<file path="src/rtl/ysyx_24110006_fetch.sv">
// Instruction fetch unit: owns the PC, reads one instruction at a time over a
// valid/ready address/data channel pair, and offers it with its PC and fault code to decode.
module ysyx_24110006_fetch #(
  parameter logic [31:0] RESET_PC = 32'h8000_0000
) (
  input  logic        i_clock,
  input  logic        i_rst_n,
  input  logic        i_next_valid,
  input  logic [31:0] i_next_pc,
  output logic [31:0] o_araddr,
  output logic        o_arvalid,
  input  logic        i_arready,
  input  logic        i_rvalid,
  input  logic [31:0] i_rdata,
  input  logic [1:0]  i_rresp,
  output logic        o_rready,
  output logic        o_inst_valid,
  input  logic        i_inst_ready,
  output logic [31:0] o_inst,
  output logic [31:0] o_pc,
  output logic [1:0]  o_fault,
  output logic [31:0] o_fetch_cnt
);

  typedef enum logic [2:0] {
    BOOT = 3'd0,
    AR   = 3'd1,
    R    = 3'd2,
    OUT  = 3'd3,
    IDLE = 3'd4
  } state_t;

  localparam logic [1:0] FAULT_NONE   = 2'b00;
  localparam logic [1:0] FAULT_ACCESS = 2'b01;
  localparam logic [1:0] FAULT_ALIGN  = 2'b10;

  state_t      state_reg, state_next;
  logic [31:0] pc_reg, pc_next;
  logic [31:0] inst_reg, inst_next;
  logic [1:0]  fault_reg, fault_next;
  logic [31:0] cnt_reg, cnt_next;

  always_ff @(posedge i_clock or negedge i_rst_n) begin
    if (!i_rst_n) begin
      state_reg <= BOOT;
      pc_reg    <= RESET_PC;
      inst_reg  <= 32'd0;
      fault_reg <= FAULT_NONE;
      cnt_reg   <= 32'd0;
    end else begin
      state_reg <= state_next;
      pc_reg    <= pc_next;
      inst_reg  <= inst_next;
      fault_reg <= fault_next;
      cnt_reg   <= cnt_next;
    end
  end

  always_comb begin
    state_next = state_reg;
    pc_next    = pc_reg;
    inst_next  = inst_reg;
    fault_next = fault_reg;
    cnt_next   = cnt_reg;
    case (state_reg)
      BOOT: state_next = AR;
      AR: begin
        if (i_arready) state_next = R;
      end
      R: begin
        if (i_rvalid) begin
          // The word is kept even on an access fault so decode can inspect it.
          inst_next  = i_rdata;
          fault_next = (i_rresp != 2'b00) ? FAULT_ACCESS : FAULT_NONE;
          state_next = OUT;
        end
      end
      OUT: begin
        if (i_inst_ready) begin
          cnt_next   = cnt_reg + 32'd1;
          state_next = IDLE;
        end
      end
      IDLE: begin
        if (i_next_valid) begin
          pc_next = i_next_pc;
          // A misaligned target never reaches memory; the fault goes straight to decode.
          if (i_next_pc[1:0] != 2'b00) begin
            inst_next  = 32'd0;
            fault_next = FAULT_ALIGN;
            state_next = OUT;
          end else begin
            state_next = AR;
          end
        end
      end
      default: state_next = BOOT;
    endcase
  end

  assign o_arvalid    = (state_reg == AR);
  assign o_rready     = (state_reg == R);
  assign o_inst_valid = (state_reg == OUT);
  assign o_araddr     = pc_reg;
  assign o_pc         = pc_reg;
  assign o_inst       = inst_reg;
  assign o_fault      = fault_reg;
  assign o_fetch_cnt  = cnt_reg;

endmodule

</file>
<file path="config.mk">
export PLATFORM = sky130hd
export DESIGN_NAME = ysyx_24110006_fetch
export DESIGN_NICKNAME = d
export VERILOG_FILES = /design/src/rtl/ysyx_24110006_fetch.sv
export SDC_FILE = /design/constraint.sdc
export NUM_CORES = 1
export LEC_CHECK = 0
export ABC_AREA = 0
export CAP_MARGIN = 20
export CORE_UTILIZATION = 35
export DETAILED_ROUTE_END_ITERATION = 10
export PLACE_DENSITY_LB_ADDON = 0.05
export RECOVER_POWER = 50
export SYNTH_ARGS = -nofsm -noshare
export SYNTH_HDL_FRONTEND = slang
export SYNTH_SLANG_ARGS = --single-unit
</file>
<file path="constraint.sdc">
create_clock -name i_clock -period 2.4 [get_ports i_clock]
set_clock_uncertainty 0.2 [all_clocks]
set_input_delay 0.24 -clock i_clock [delete_from_list [all_inputs] [get_ports i_clock]]
set_output_delay 0.24 -clock i_clock [all_outputs]
set_load 0.02 [all_outputs]
</file>
Yosys cells after proc, flatten, opt, wreduce, memory -nomap -nowiden. Cells that the tools add are included.

Input port bits: 72. Register bits after elaboration: 101. Logic and storage cells: 38.

Add/subtract/negate cells: 1. Muxes and demuxes: 15. Eq/ne operators: 9. Reduce and logical (&&, ||, !) cells: 8.

Operator list (count): $mux 32 (3); $pmux 32 s2 (1); $add 32x1->32 const B (1); $pmux 3 s5 (1); $mux 3 (4); $mux 2 (4); $reduce_and 4->1 (2); $eq 3x2->1 const B (2); $ne 2x2->1 const B (3); $reduce_bool 2->1 (3); $ne 2x1->1 const B (2); $pmux 2 s2 (1); $reduce_and 2->1 (2); $eq 3x1->1 const B (1); $eq 3x3->1 const B (1); $logic_not 3->1 (1); $mux 1 (1).

Logic depth before layout (Yosys ltp).
Depth after elaboration: 4. Depth in mapped cells: 6.

Least setup slack after synthesis. Ideal clock, no wire load.

Kind: flip-flop to flip-flop. Start: reg state_reg[0]. End: reg inst_reg[0] (netlist: o_inst[0]). Data arrival time: 1.748 ns. Buffers on the path: 3. Required time: 2.134 ns. Period minus slack after synthesis: 2.014 ns. Cell stages (with the launch flop): 7. Setup slack: 0.386 ns. Cells stage by stage: dfrtp_1 > buf_2 > nor3b_1 > and2_1 > buf_2 > buf_2 > a22o_1.

Longest elaborated chain between the ends: 3. Elaborated cells between the ends (all ways): 8. Those cells by class: eq/ne: 5; mux: 1; reduce/logical: 2.

Ends and longest elaborated chain: from (decl) (RTL line 37) `state_t state_reg, state_next;`; from (signal assigned) (RTL line 51) `state_reg <= state_next;`; $eq 3x2->1 *; net o_rready (RTL line 16) `output logic o_rready,`; $ne 2x2->1 (no line) or $reduce_bool 2->1 (tied branches); $reduce_and 4->1 (no line); to (signal assigned) (RTL line 53) `inst_reg <= inst_next;`; to (decl) (RTL line 39) `logic [31:0] inst_reg, inst_next;`.

Mark *: on every way through the listed nets, which the timed path passes. The rest lies on a longest branch. A chain may end at the register's enable or synchronous reset.

Worst setup path after layout.
Start: reg state_reg[1]. End: out o_inst_valid.

Longest elaborated chain between the ends: 1.

Ends and longest elaborated chain: $eq 3x2->1 (RTL line 103) `assign o_inst_valid = (state_reg == OUT);`; to (decl) (RTL line 17) `output logic o_inst_valid,`.

No other way between the ends.

==> results.yml <==
power_and_ir_drop:
  p_total_uw: 7900
  p_per_area_nw_per_um2: 1180
  p_leak_uw: 0.00287
  peakVddDrop_uv: 542
clocking:
  postCtsSetupBuffers: 0
  clock_sink_count: 101
  ctsRootBufferMaster: "clkbuf_16"
  htreeDepth: 3
  insertion_delay_ns: 0.34
  cts_buffers: 9
  clk_path_buf_depth: 2
  clk_pin_slew_ns: 0.06
  cts_tree: "yes"
synthesis:
  synth_top_family_by_area: "simple AND/OR/NAND/NOR gates"
  synth-seq-cells: 101
  synthAdderAreaFrac_pct: 0.288
  ys_warn_count: 0
  synthSimpleGateAreaFrac_pct: 10.2
  ys_seq_area_share_pct: 58.2
  netlist_area_um2: 4340
  synth-compound-area-share_pct: 8.47
  yosys.area.top_type: "dfrtp_1"
  avgSynthCellArea_um2: 13.3
  synth-xor-area-share_pct: 6.25
  synth_mux_area_share_pct: 8.56
  syn-num-nets: 400
  synth_cells: 327
  synth_top_area_share_pct: 57.6
  synth.top_cells.by_area: "dfrtp_1 (58%), mux2_2 (7.8%), a22o_1 (6.5%)"
  synth_cell_types: 40
die:
  die_y_um: 113
  initial_utilization_pct: 36.0
  core_area_um2: 12100
  num_rows: 40
  io_pins: 205
  die_w_um: 113
  die_area_um2: 12900
drt:
  wl_per_cell_um: 15.5
  drc: 0
  ant_nets: 0
  avgViaCountPerCell: 4.73
  dr.pass1.iters: 4
  drt_iter0_drc: 95
  wl_mm: 10.5
  via_count: 3217
worst_hold_path:
  hold_path_class: "flop to flop"
  holdPathEnd: "o_fetch_cnt[31]"
  hold_depth: 1
  min_from: "o_fetch_cnt[31]"
worst_setup_path:
  critPathKind: "flop to output pin"
  timing.rr.start: "state_reg[0]"
  worstReg2RegEnd: "o_fetch_cnt[31]"
  critPathLaunchType: "flop"
  cp_max_fo: 9
  crit_path_end_kind: "output pin"
  reg2reg_setup_slack_ns: 0.32
  worstPathRequired_ns: 1.96
  arrival_ns: 1.86
  worstRegToRegCells: 4
placement:
  portBuffers: 204
  place_hpwl_mm: 7.75
  gp_congestion: 0.771
  dp_cells: 663
global_routing:
  grt_pass1_wl_mm: 17.0
  antenna_found_initial: 0
  gr-total-overflow: 0
  grt_pass1_vias: 3245
  grt_usage_pct: 17.1
  grt_start_max_net_pins: 40
final_layout:
  finalNetCount: 580
  synthToLayoutAreaGrowth_pct: 54.2
  fin_cells: 680
  drive_gt1_share_pct: 12.3
  final_common_cell: "clkdlybuf4s50_1"
  diodes: 0
  final_cell_mix: "clkdlybuf4s50_1 (145), dfrtp_1 (99), dlygate4sd3_1 (59)"
timing:
  finalCriticalPeriod_ns: 2.30
  hold_viol: 0
  slew_headroom_pct: 43.1
  drv_slew: 0
  final.setup.tns_ns: 0
  fmax_mhz: 436
  setup_violations: 0
  worst_slew_pin_slew_ns: 0.854
  finalCritPeriodShare_pct: 95.6
  rsz0062_at_grt: "no"
  whs_ns: 0.266
job:
  maxCapViolCount: 0
outcome:
  status: "completed"
## worst max-delay path by stage
stage	cells after the start	startpoint	end
2_1_floorplan	6	state_reg[0]	o_inst[0]
3_3_place_gp	3	state_reg[1]	o_inst_valid
3_5_place_dp	5	i_inst_ready	o_fetch_cnt[13]
4_1_cts	3	state_reg[1]	o_inst_valid
5_1_grt	2	state_reg[0]	o_rready
6_report	3	state_reg[1]	o_inst_valid
## cells in the mapped netlist
cell type and n:
o2bb2ai_1 1, a211oi_2 1, inv_1 4, nand2b_1 1
o22ai_1 1, nor3_2 2, a22o_1 32, and2_1 4
buf_2 7, o31ai_1 1, mux2_1 3, dfstp_2 1
nor4_1 2, nor3b_1 3, nand4_1 17, a21bo_1 1
o21ai_0 1, o21bai_1 1, nor2b_1 2, and4_1 2
nor2_1 5, buf_6 3, a21oi_1 3, nand4b_1 1
ha_1 1, xnor2_1 28, nand4_2 1, nor3b_2 1
buf_4 35, and3_1 6, xor2_1 3, o21ai_2 1
a31oi_1 1, mux2_2 30, nor3_1 2, nand2_1 8
dfrtp_1 100, nor4_4 1, nand4b_4 1, nand3_1 9
## metal layers
layer	vias up	routed length [um]	global-route usage, %
met2	133	4910	26.1
li1	1507	-	-
met4	0	247	8.77
met5	-	0	0
met3	17	536	3.19
met1	1560	4820	23.2
## critical path, stage by stage (launching register included)
cell	delay [ns]
dfrtp_2	0.45
nor2b_2	0.24
and2_1	0.19
clkdlybuf4s50_1	0.64
## layout make-up
type	count	area, um2
clock buffer	10	229
clock inverter	6	111
fill	1121	5370
inverter	4	15.0
multi-input combinational	177	1470
sequential	101	2530
tap	168	210
timing repair buffer	214	2140
## what timing repair did
action / 4_1_cts / 5_1_grt
hold endpoints to repair: 31 / 0
gates resized for setup: 2 / 0
setup endpoints to repair: 1 / 0
hold buffers: 1 / 0
## cell families after synthesis
family | after synthesis
flops | 101
simple gates | 68
buf+inv | 49
compound gates | 44
mux | 33
xor+xnor | 31
fa+ha+maj | 1
## where the power goes
group | internal (uW) | leakage, uW | switching (uW)
Clock | 1020 | 0.000163 | 621
Combinational | 1810 | 0.00141 | 1780
Sequential | 2250 | 0.00130 | 408
## metrics by stage
stage	area, um2	util [%]	setup slack [ns]
6_report	6700	55.5	0.105
5_1_grt	6700	55.5	0.0296
4_1_cts	6710	55.7	0.0804
3_5_place_dp	6360	52.7	0.249
3_3_place_gp	6360	52.7	0.287
2_1_floorplan	4340	-	0.386
Note: power is estimated with default switching activity, not from simulation.
